File: src/rtl/axppa_three_operand_adder_pipe.sv
// Three-operand adder: 3:2 carry-save row, then a Kogge-Stone prefix with an optional approximate low region.
// Latency 3 cycles (S1 p/g, S2 prefix carries, S3 sum); throughput 1 result per cycle.
// A stalled output (out_valid & ~out_ready) freezes every stage; in_ready = ~out_valid | out_ready.
module axppa_three_operand_adder_pipe #(
    parameter int WIDTH       = 16,
    parameter int APPROX_BITS = 4
) (
    input  logic               clk,
    input  logic               reset,
    input  logic               in_valid,
    output logic               in_ready,
    input  logic [WIDTH-1:0]   a_input,
    input  logic [WIDTH-1:0]   b_input,
    input  logic [WIDTH-1:0]   c_input,
    input  logic               approx_en,
    output logic               out_valid,
    input  logic               out_ready,
    output logic [WIDTH+1:0]   sum_output,
    output logic               out_approx
);

    localparam int N      = WIDTH + 1;
    localparam int LEVELS = $clog2(N);

    // h is the per-bit half sum used for the final XOR; p/g feed the prefix tree.
    typedef struct packed {
        logic         mode;
        logic [N-1:0] h;
        logic [N-1:0] p;
        logic [N-1:0] g;
    } s1_t;

    typedef struct packed {
        logic         mode;
        logic [N-1:0] h;
        logic [N:0]   carry;
    } s2_t;

    logic         adv;
    logic         s1_vld;
    logic         s2_vld;
    s1_t          s1_q;
    s1_t          s1_nxt;
    s2_t          s2_q;
    s2_t          s2_nxt;
    logic [N-1:0] s_vec;
    logic [N-1:0] cv_vec;

    assign adv      = ~out_valid | out_ready;
    assign in_ready = adv;

    assign s_vec  = {1'b0, a_input ^ b_input ^ c_input};
    assign cv_vec = {(a_input & b_input) | (a_input & c_input) | (b_input & c_input), 1'b0};

    // In approximate mode the low region has p=g=0 so no carry ripples through it;
    // only its top bit generates the carry into bit APPROX_BITS.
    always_comb begin
        s1_nxt      = '0;
        s1_nxt.mode = approx_en;
        for (int i = 0; i < N; i++) begin
            if (approx_en && (i < APPROX_BITS)) begin
                s1_nxt.h[i] = s_vec[i] | cv_vec[i];
                s1_nxt.p[i] = 1'b0;
                s1_nxt.g[i] = (i == APPROX_BITS - 1) ? (s_vec[i] & cv_vec[i]) : 1'b0;
            end else begin
                s1_nxt.h[i] = s_vec[i] ^ cv_vec[i];
                s1_nxt.p[i] = s_vec[i] ^ cv_vec[i];
                s1_nxt.g[i] = s_vec[i] & cv_vec[i];
            end
        end
    end

    // Kogge-Stone: walking i downward lets each level update in place.
    always_comb begin : prefix
        logic [N-1:0] gl;
        logic [N-1:0] pl;
        gl = s1_q.g;
        pl = s1_q.p;
        for (int l = 0; l < LEVELS; l++) begin
            for (int i = N - 1; i >= (1 << l); i--) begin
                gl[i] = gl[i] | (pl[i] & gl[i - (1 << l)]);
                pl[i] = pl[i] & pl[i - (1 << l)];
            end
        end
        s2_nxt       = '0;
        s2_nxt.mode  = s1_q.mode;
        s2_nxt.h     = s1_q.h;
        s2_nxt.carry = {gl, 1'b0};
    end

    always_ff @(posedge clk) begin
        if (reset) begin
            s1_vld     <= 1'b0;
            s2_vld     <= 1'b0;
            out_valid  <= 1'b0;
            s1_q       <= '0;
            s2_q       <= '0;
            sum_output <= '0;
            out_approx <= 1'b0;
        end else if (adv) begin
            s1_vld    <= in_valid;
            s2_vld    <= s1_vld;
            out_valid <= s2_vld;
            if (in_valid) begin
                s1_q <= s1_nxt;
            end
            if (s1_vld) begin
                s2_q <= s2_nxt;
            end
            if (s2_vld) begin
                sum_output <= {s2_q.carry[N], s2_q.h ^ s2_q.carry[N-1:0]};
                out_approx <= s2_q.mode;
            end
        end
    end

endmodule

File: config.mk
export PLATFORM = sky130hd
export DESIGN_NAME = axppa_three_operand_adder_pipe
export DESIGN_NICKNAME = d
export VERILOG_FILES = /design/src/rtl/axppa_three_operand_adder_pipe.sv
export SDC_FILE = /design/constraint.sdc
export NUM_CORES = 1
export LEC_CHECK = 0
export BUFFER_PORTS_ARGS = -buffer_cell sky130_fd_sc_hd__buf_2
export CORE_MARGIN = 4
export CORE_UTILIZATION = 50
export DETAILED_ROUTE_END_ITERATION = 8
export GPL_ROUTABILITY_DRIVEN = 1
export PLACE_DENSITY_LB_ADDON = 0.08
export RECOVER_POWER = 50
export SYNTH_ARGS = -nofsm -noshare
export SYNTH_HDL_FRONTEND = slang
export SYNTH_SLANG_ARGS = --single-unit
File: constraint.sdc
create_clock -name clk -period 1.3 [get_ports clk]
set_input_delay 0.195 -clock clk [delete_from_list [all_inputs] [get_ports clk]]
set_output_delay 0.195 -clock clk [all_outputs]
set_load 0.02 [all_outputs]
Word level (Yosys, flattened, before mapping)
Cells that the tools add are included.
{"block": "totals", "word_cells": 198, "regBits": 106, "input_bits": 53, "out_inout_bits": 21}
{"block": "op_classes", "n_bitwise": 174, "n_reduce_logical": 3, "muxes": 9}
{"operator": "1-bit bitwise AND", "n": 98}
{"operator": "1-bit bitwise OR", "n": 52}
{"operator": "16-bit bitwise AND", "n": 3}
{"operator": "16-bit bitwise OR", "n": 2}
{"operator": "16-bit XOR", "n": 2}
{"operator": "17-bit XOR", "n": 1}
{"operator": "1-bit XOR", "n": 15}
{"operator": "1-bit two-way mux", "n": 9}
{"operator": "2-bit AND reduction", "n": 3}
{"operator": "1-bit inverter", "n": 1}

Depth between registers and ports, before layout
Gate-level depths: netlist of the first run.
{"block": "depth", "depth_word": 8, "mapped_depth": 7, "depth_no_buf": 6}

Least setup slack after synthesis of the first run
OpenSTA, ideal clock, no wires.
{"block": "synth_timing", "kind": "flip-flop to flip-flop", "start": "register out_valid", "end": "register s2_q[16] (netlist name)", "period_less_slack_ns": 1.560, "path_buffers": 0, "setup_slack_ns": -0.260, "setup_ns": 0.142, "path_stages_with_launch": 7, "arrival_ns": 1.417, "cell_sequence": "dfxtp_1 -> nor2b_4 -> inv_2 -> nand2_1 -> a2111oi_2 -> and2_1 -> a2111oi_2"}
{"block": "synth_between", "elab_chain_cells": 3}
{"element": "start, declared", "line_no": "16", "text": "output logic out_valid,"}
{"element": "start signal, assigned", "line_no": "103", "text": "out_valid <= s2_vld;"}
{"element": "1-bit inverter", "line_no": "49", "text": "assign adv = ~out_valid | out_ready;"}
{"element": "1-bit bitwise OR", "line_no": "49"}
{"element": "net in_ready", "line_no": "11", "text": "output logic in_ready,"}
{"element": "2-bit AND reduction (no source line)"}
{"element": "end signal, assigned", "line_no": "108", "text": "s2_q <= s2_nxt;"}
{"element": "end, declared", "line_no": "44", "text": "s2_t s2_q;"}
The timed path passes the listed nets, and every way through them passes these cells.
A chain may end at the register's enable or synchronous reset.

==> run_results.csv, run 1 <==
group,metric,value,unit
sta,hold_viol_final,0,
sta,worst_pin_slew,481,ps
clocking,cts_made_buffers,9,
synthesis,ys_top_cells_by_count,"nand2_1, dfxtp_1, a21oi_1",
clocking,clkLatencyLatePin,350,ps
synthesis,synthDistinctLibCells,39,
clocking,htree_levels,3,
layout,final_cell_area,6380,um^2
setup_path,arrival,1660,ps
power,leakage,2.63,nW
clocking,cts_sinks,91,
placement,place.gp.congestion,0.828,
placement,dp_cells,705,
sta,post-route-period-util,1.11,
drt,vias_per_cell,5.32,
setup_path,start_kind,"flop",
clocking,clk_pin_slew,80,ps
synthesis,synthArstFlopShare,0,
synthesis,synth.top_cell.area_share,0.429,
synthesis,synth-xor-area-share,0.0309,
sta,rsz0062_at_grt,"yes",
layout,fin_nets,720,
synthesis,synth_adder_area_share,0.128,
synthesis,synth_area,4250,um^2
global_routing,grt_usage,0.208,
drt,routed.top_layer,"met4",
synthesis,synth-seq-cells,91,
synthesis,ys_seq_area_frac,0.429,
floorplanning,pin_count,74,
synthesis,netlist_instances,495,
run_status,outcome,"finished, violations left",
placement,post-dp-hpwl,7.05,mm
setup_path,r2r_setup_slack,-140,ps
synthesis,yosysMostFrequentCell,"nand2_1",
setup_path,r2r_end,"s2_q[14]$_SDFFE_PP0P_",
setup_path,path_max_fanout,4,
floorplanning,core_area,8260,um^2
clocking,cts_tree,"yes",
sta,slew_viol_final,0,
flow_run,drv_cap,0,
synthesis,synth_top_cell_by_area,"dfxtp_1",
setup_path,endpoint,"s2_q[14]$_SDFFE_PP0P_",
setup_path,crit_start,"s1_q[38]$_SDFFE_PP0P_",
layout,multi_input_area,2920,um^2
synthesis,ys.flop_type,"dfxtp_1",
drt,met2WireLength,5.59,mm
setup_path,crit_path_end_kind,"flop",
drt,ant_nets,0,
floorplanning,row_count,33,
global_routing,grt_max_degree,32,
clocking,hold_buffers,0,
setup_path,reg2reg_from,"s1_q[38]$_SDFFE_PP0P_",
layout,regArea,1850,um^2
sta,skew,6.53,ps
setup_path,critPathKind,"reg2reg",
layout,final_core_util,0.772,
global_routing,grt-ovfl-total,0,
synthesis,synth_mux_area_frac,0.00236,
drt,drt_iter0_markers,192,
synthesis,synth_nets,582,
floorplanning,die_w,100,um
global_routing,grt_pass1_vias,3522,
sta,slew_headroom,0.680,
synthesis,synth_edf_count,0,
drt,drc,0,
synthesis,yosysWarnings,0,
setup_path,cp_data_required_time,1520,ps
sta,fmax,695,MHz
hold_path,hp-class,"in2reg",
drt,wl_met1,5.17,mm
layout,layout-drive-gt1-share,0.472,
layout,n_antenna_cell,0,
layout,final_cells,743,
placement,place_area,5160,um^2
floorplanning,initial_core_util,0.515,
floorplanning,die_area,10000,um^2
synthesis,synth-simple-area-share,0.179,
synthesis,synth_compound_area_frac,0.180,
floorplanning,die_h,100,um
global_routing,antenna_found_initial,0,
drt,wl_per_cell,15.6,um
run_status,violations,"setup timing",
setup_path,r2r_cells,5,
drt,drtPass1Iterations,4,
sta,fin_ws,-139,ps
global_routing,grt_pass1_wl,16.8,mm
placement,port_buffers,73,
power,ir_drop,0.000539,V
drt,routed-wl-met3,584,um
synthesis,syn_avg_cell_area,8.58,um^2
sta,final-setup-viol-count,60,
synthesis,synth_top_family_by_area,"compound AO/OA/AOI/OAI gates",
drt,vias,3951,
power,p_per_area,1030,nW/um^2
sta,fin_crit,1440,ps
layout,area_growth,50.1,%
clocking,cts_root_buf,"clkbuf_8",
synthesis,synth_area_leaders,"dfxtp_1, nand2_1, a21oi_1, fa_1, ha_1",
drt,wl,11.6,mm
layout,n_fill_cell,579,
clocking,clk_path_buf_depth,2,
## worst max-delay path, cell delays in order, from the launching register on
cell      delay [ps]
dfxtp_2          340
a21o_4           200
a31oi_4          260
o21bai_4         110
a31oi_2          250
a311oi_1         130
## layout make-up
cell class,instances,share of cell area
Timing Repair Buffer,150,0.186
Inverter,22,0.0145
Clock buffer,12,0.0228
Tap cell,105,0.0206
Clock inverter,4,0.00804
Sequential cell,91,0.290
Multi-Input combinational cell,359,0.458
## cell usage in the layout (no fill, tap or decap), types with 9 or more instances in the layout
cell | synthesis | routed
nand2_1 | 117 | 89
dfxtp_1 | 91 | 75
buf_2 | 15 | 60
buf_4 | 0 | 52
a21oi_1 | 70 | 38
a21oi_2 | 0 | 31
inv_1 | 21 | 20
nand2_4 | 0 | 20
nor2_1 | 37 | 18
a211oi_2 | 0 | 18
ha_1 | 18 | 18
fa_1 | 16 | 16
xnor2_1 | 15 | 15
clkbuf_1 | 12 | 15
dfxtp_2 | 0 | 13
nor2_4 | 0 | 12
clkbuf_8 | 0 | 10
buf_6 | 0 | 9
## power breakdown
part	internal [W]	switching [W]
Clock	0.000943	0.000940
Combinational	0.000740	0.000797
Sequential	0.00296	0.000162
Total	0.00464	0.00190
## sequential cells by signal, indices dropped and copies added, names as in the netlist
register	flops
sum_output	18
s1_vld	1
s2_vld	1
out_approx	1
s2_q	34
out_valid	1
s1_q	35
## through the flow
| step | TNS (ps) | hold WS, ps | setup WS [ps] | total power (W) |
|---|---|---|---|---|
| 2_1_floorplan | -1040 | 380 | -103 | 0.00379 |
| 3_3_place_gp | -3400 | 442 | -275 | 0.00422 |
| 3_5_place_dp | -4580 | 446 | -344 | 0.00426 |
| 4_1_cts | -1390 | 163 | -96.9 | 0.00622 |
| 5_1_grt | -7310 | 208 | -207 | 0.00685 |
| 6_report | -3120 | 186 | -139 | 0.00654 |
## metal layers
metal | vias to the layer above | GRT usage
met2 | 103 | 0.319
met3 | 18 | 0.0271
met5 | - | 0
met4 | 0 | 0.0715
met1 | 1882 | 0.302
li1 | 1948 | -
## logic make-up after synthesis
family / count (synthesis)
AOI/OAI and AO/OA: 119
xor gates and xnor gates: 15
adders and majority gates: 34
buffers and inverters: 52
DFF: 91
muxes: 1
and+or+nand+nor: 183
## worst min path at each step
stage / startpoint / to / slack (ps) / cells past startpoint
after global routing: approx_en / s1_q[51]$_SDFFE_PP0P_ / 210 / 3
after CTS: approx_en / s1_q[51]$_SDFFE_PP0P_ / 160 / 3
after global placement: sum_output[0]$_SDFFE_PP0P_ / sum_output[0]$_SDFFE_PP0P_ / 440 / 2
after floorplan: out_ready / out_valid$_SDFFE_PP0N_ / 380 / 3
final: approx_en / s1_q[51]$_SDFFE_PP0P_ / 190 / 3
after detailed placement: s1_q[19]$_SDFFE_PP0P_ / s1_q[19]$_SDFFE_PP0P_ / 450 / 2
## what timing repair did
action,4_1_cts,5_1_grt
endpoints found under the setup margin,80,77
pin swaps,7,74
buffers inserted,1,4
resized for setup,54,142
gates cloned,5,12
Power figures use the tool's default switching activity.
==> inputs of run 2 (changes only) <==
Settings changed: SKIP_CTS_REPAIR_TIMING set to 1.
==> run 2 against run 1 <==
Wire length is 2.0% lower. Largest power group unchanged. Sequential cell count stayed put. Via count is 0.89% lower. The flow still finishes with violations (setup timing). Cell count is 0.40% lower.
==> run_results.csv, run 2 (synthesis gave the netlist of run 1 again) <==
group,metric,value,unit
hold_path,hold_end,"s1_q[51]$_SDFFE_PP0P_",
layout,area_growth,47.3,%
layout,multi_input_area,2840,um^2
placement,port_buffers,73,
placement,dp_slack,-344,ps
layout,n_antenna_cell,0,
global_routing,grt_pass1_vias,3263,
hold_path,hp-class,"in2reg",
sta,worst_pin_slew,461,ps
setup_path,reg2reg_from,"s1_q[38]$_SDFFE_PP0P_",
layout,fin_nets,717,
global_routing,grt_usage,0.189,
floorplanning,core_area,8260,um^2
drt,ant_nets,0,
power,p_per_area,1040,nW/um^2
global_routing,grt-ovfl-total,0,
sta,skew,5.52,ps
setup_path,arrival,1660,ps
sta,hold_ws,183,ps
run_status,violations,"setup timing",
sta,slew_viol_final,0,
sta,final-setup-viol-count,60,
drt,drt_iter0_markers,140,
clocking,cts_made_buffers,9,
drt,vias,3916,
setup_path,start_kind,"flop",
global_routing,antenna_found_initial,0,
clocking,cts_tree,"yes",
global_routing,grt_max_degree,39,
setup_path,cp_data_required_time,1530,ps
drt,wl,11.3,mm
layout,largest_reg_flops,35,
clocking,cts_root_buf,"clkbuf_8",
sta,fin_crit,1430,ps
run_status,outcome,"finished, violations left",
power,leakage,2.58,nW
layout,final_common_cell,"nand2_1",
setup_path,critPathKind,"reg2reg",
floorplanning,die_w,100,um
sta,post-route-period-util,1.10,
sta,hold_viol_final,0,
power,ir_drop,0.000568,V
setup_path,r2r_cells,5,
layout,regArea,1850,um^2
floorplanning,die_area,10000,um^2
clocking,clk_pin_slew,80,ps
clocking,clk_path_buf_depth,2,
drt,drtPass1Iterations,4,
floorplanning,row_count,33,
hold_path,hold_depth,3,
clocking,clkLatencyLatePin,350,ps
setup_path,r2r_end,"s2_q[9]$_SDFFE_PP0P_",
hold_path,worstHoldStart,"approx_en",
layout,final_cell_mix,"nand2_1, dfxtp_1, buf_2",
clocking,htree_levels,3,
flow_run,drv_cap,0,
global_routing,grt_pass1_wl,15.4,mm
setup_path,path_max_fanout,5,
floorplanning,initial_core_util,0.515,
placement,place.gp.congestion,0.828,
sta,fmax,698,MHz
placement,post-dp-hpwl,7.05,mm
layout,regMostFlops,"s1_q",
floorplanning,die_h,100,um
drt,vias_per_cell,5.29,
layout,top_regs,"s1_q (35), s2_q (34), sum_output (18)",
setup_path,crit_path_end_kind,"flop",
sta,slew_headroom,0.693,
sta,fin_ws,-134,ps
floorplanning,pin_count,74,
layout,n_fill_cell,601,
clocking,cts_sinks,91,
layout,layout-drive-gt1-share,0.490,
drt,drc,0,
setup_path,r2r_setup_slack,-130,ps
drt,wl_per_cell,15.3,um
sta,rsz0062_at_grt,"yes",
## run 2: critical path: stages (launching register included)
cell      delay, ps
dfxtp_2         350
a21o_4          200
a31oi_4         270
o21ai_4         120
a311oi_1        290
nor3_1           80
## run 2: how the worst max path moves through the flow
stage	from	endpoint	slack (ps)	depth (start not counted)
2_1_floorplan	c_input[3]	s1_q[37]$_SDFFE_PP0P_	-100	6
4_1_cts	out_valid$_SDFFE_PP0N_	s2_q[15]$_SDFFE_PP0P_	-210	6
3_5_place_dp	c_input[3]	s1_q[37]$_SDFFE_PP0P_	-340	7
6_report	s1_q[38]$_SDFFE_PP0P_	s2_q[9]$_SDFFE_PP0P_	-130	5
5_1_grt	s1_q[1]$_SDFFE_PP0P_	s2_q[8]$_SDFFE_PP0P_	-200	5
3_3_place_gp	c_input[3]	s1_q[37]$_SDFFE_PP0P_	-270	7
## run 2: final cells by class
type,count,area share
sequential,91,0.295
timing repair buffer,149,0.184
tap,105,0.0210
clock buffer,12,0.0232
multi-input combinational,357,0.454
clock inverter,4,0.00820
inverter,22,0.0148
## run 2: metal layers
layer / global-route usage / part of all wire / wire, um / up-vias
met5: 0 / 0 / 0 / -
li1: - / - / - / 1937
met2: 0.276 / 0.48 / 5490 / 111
met1: 0.285 / 0.44 / 5010 / 1846
met4: 0.0684 / 0.022 / 251 / 0
met3: 0.0271 / 0.051 / 578 / 22
## run 2: metrics by stage
stage,util,setup TNS [ps],cell area [um^2],std cells,total power (W)
global route,0.758,-6650,6260,740,0.00681
detailed placement,0.625,-4580,5160,705,0.00426
finish,0.758,-3020,6260,740,0.00650
global placement,0.625,-3400,5160,705,0.00422
CTS,0.649,-5980,5360,721,0.00611
floorplan,-,-1040,4350,495,0.00379
## run 2: where the power goes
group          internal (W)  leakage [nW]  switching (W)
logic              0.000714          1.73       0.000777
clock network      0.000943        0.0966       0.000954
registers           0.00296         0.750       0.000156
total               0.00461          2.58        0.00189
==> inputs of run 3 (changes only) <==
Settings changed: MAX_ROUTING_LAYER set to met4.
==> run 3 against run 2 <==
The run still ends with setup timing left. Wire length rose by 0.13%. Power fell by 0.24%. Clock-buffer cell count did not move. Die area did not move. Via count fell by 0.51%. Global-route usage rose by 0.63 points. Combinational power barely moved. Clock skew rose by 4.6 ps. Critical path type unchanged. Highest routed layer unchanged.
==> run_results.csv, run 3 (synthesis gave the netlist of run 1 again) <==
group,metric,value,unit
run_status,outcome,"finished, violations left",
run_status,violations,"setup timing",
drt,vias,3896,
hold_path,worstHoldStart,"approx_en",
setup_path,arrival,1660,ps
clocking,cts_tree,"yes",
setup_path,crit_start,"s1_q[1]$_SDFFE_PP0P_",
floorplanning,initial_core_util,0.515,
placement,place.gp.congestion,0.841,
setup_path,start_kind,"flop",
sta,worst_pin_slew,453,ps
layout,area_growth,47.1,%
sta,post-route-period-util,1.10,
setup_path,crit_path_end_kind,"flop",
global_routing,grt_max_degree,39,
clocking,clkLatencyLatePin,350,ps
layout,n_antenna_cell,0,
drt,ant_nets,0,
drt,wl,11.3,mm
global_routing,grt_pass1_wl,15.4,mm
setup_path,cpPeakStageDelay,330,ps
sta,slew_headroom,0.698,
drt,wl_per_cell,15.3,um
setup_path,crit_slowest_cell,"dfxtp_2",
sta,skew,10.1,ps
setup_path,critPathBufInv,0,
floorplanning,core_area,8260,um^2
floorplanning,die_w,100,um
layout,largest_reg_flops,35,
hold_path,hp-class,"in2reg",
layout,top_regs,"s1_q (35), s2_q (34), sum_output (18)",
clocking,clk_pin_slew,80,ps
clocking,cts_root_buf,"clkbuf_8",
layout,final_cells,739,
power,p_per_area,1040,nW/um^2
global_routing,antenna_found_initial,0,
sta,slew_viol_final,0,
setup_path,reg2reg_from,"s1_q[1]$_SDFFE_PP0P_",
floorplanning,pin_count,74,
drt,drtPass1Iterations,4,
sta,fin_ws,-132,ps
layout,layout-drive-gt1-share,0.489,
power,leakage,2.57,nW
global_routing,grt_usage,0.196,
setup_path,path_cells,"a21o_4 > a31oi_4 > o21ai_4 > a311oi_1 > nor3_1",
placement,post-dp-hpwl,7.05,mm
layout,regMostFlops,"s1_q",
floorplanning,die_h,100,um
setup_path,cp_top_family,"compound AO/OA/AOI/OAI gates",
sta,fmax,698,MHz
layout,fin_nets,716,
clocking,clk_path_buf_depth,2,
placement,dp_cells,705,
clocking,cts_sinks,91,
drt,drt_iter0_markers,143,
setup_path,path_max_fanout,5,
clocking,htree_levels,3,
setup_path,cp_data_required_time,1520,ps
power,ir_drop,0.000545,V
layout,final_cell_mix,"nand2_1, dfxtp_1, buf_2",
placement,port_buffers,73,
global_routing,grt_pass1_vias,3262,
global_routing,grt-ovfl-total,0,
layout,final_common_cell,"nand2_1",
global_routing,busiest_layer,"met1",
floorplanning,die_area,10000,um^2
flow_run,drv_cap,0,
sta,tns,-3000,ps
floorplanning,row_count,33,
drt,drc,0,
drt,vias_per_cell,5.27,
global_routing,met1_usage,0.286,
sta,rsz0062_at_grt,"yes",
sta,final-setup-viol-count,59,
global_routing,grt_use_met2,0.276,
sta,fin_crit,1430,ps
global_routing,gr-usage-met3,0.0285,
setup_path,critPathKind,"reg2reg",
sta,hold_viol_final,0,
clocking,cts_made_buffers,9,
==> run 3: cell types whose count changed in the layout (fill, tap and decap cells not counted) <==
cell | previous run | this run
and2_2 | 1 | 0
==> run 3: report_power, final <==
group          switching [W]  leakage (nW)  internal (W)
logic               0.000772          1.73      0.000711
registers           0.000158         0.750       0.00296
clock network       0.000943        0.0966      0.000944
==> run 3: worst paths after layout <==
check / endpoint / slack, ps / depth (start not counted)
worst max register to register: s2_q[9]$_SDFFE_PP0P_ / -130 / 5
worst max-delay path: s2_q[9]$_SDFFE_PP0P_ / -130 / 5
worst min register to register: s1_q[51]$_SDFFE_PP0P_ / 460 / 2
worst min-delay path: s1_q[51]$_SDFFE_PP0P_ / 190 / 3
==> run 3: cell type report <==
type | count | area (um^2)
clock buffers | 12 | 145
repair buffers | 149 | 1150
fillers | 598 | 2010
flip-flops and latches | 91 | 1850
clock inverters | 4 | 51.3
well taps | 105 | 131
multi-input cells | 356 | 2830
inverters | 22 | 92.6
==> run 3: worst register-to-register path, cell delays in order, from the launching register on <==
cell,delay (ps)
dfxtp_2,330
a21o_4,220
a31oi_4,260
o21ai_4,120
a311oi_1,290
nor3_1,80
==> run 3: stage by stage <==
stage / hold WS (ps) / util / setup WS, ps / total power [W] / instance area, um^2
after floorplan: 380 / - / -103 / 0.00379 / 4350
after global placement: 442 / 0.625 / -275 / 0.00422 / 5160
after detailed placement: 446 / 0.625 / -344 / 0.00426 / 5160
after CTS: 163 / 0.649 / -209 / 0.00611 / 5360
after global routing: 205 / 0.757 / -203 / 0.00680 / 6250
final: 194 / 0.757 / -132 / 0.00648 / 6250
==> run 3: metal layers <==
metal | vias up | part of all wire
met3 | 12 | 0.058
met4 | 0 | 0.013
met2 | 121 | 0.49
met1 | 1832 | 0.44
li1 | 1931 | -
met5 | - | 0
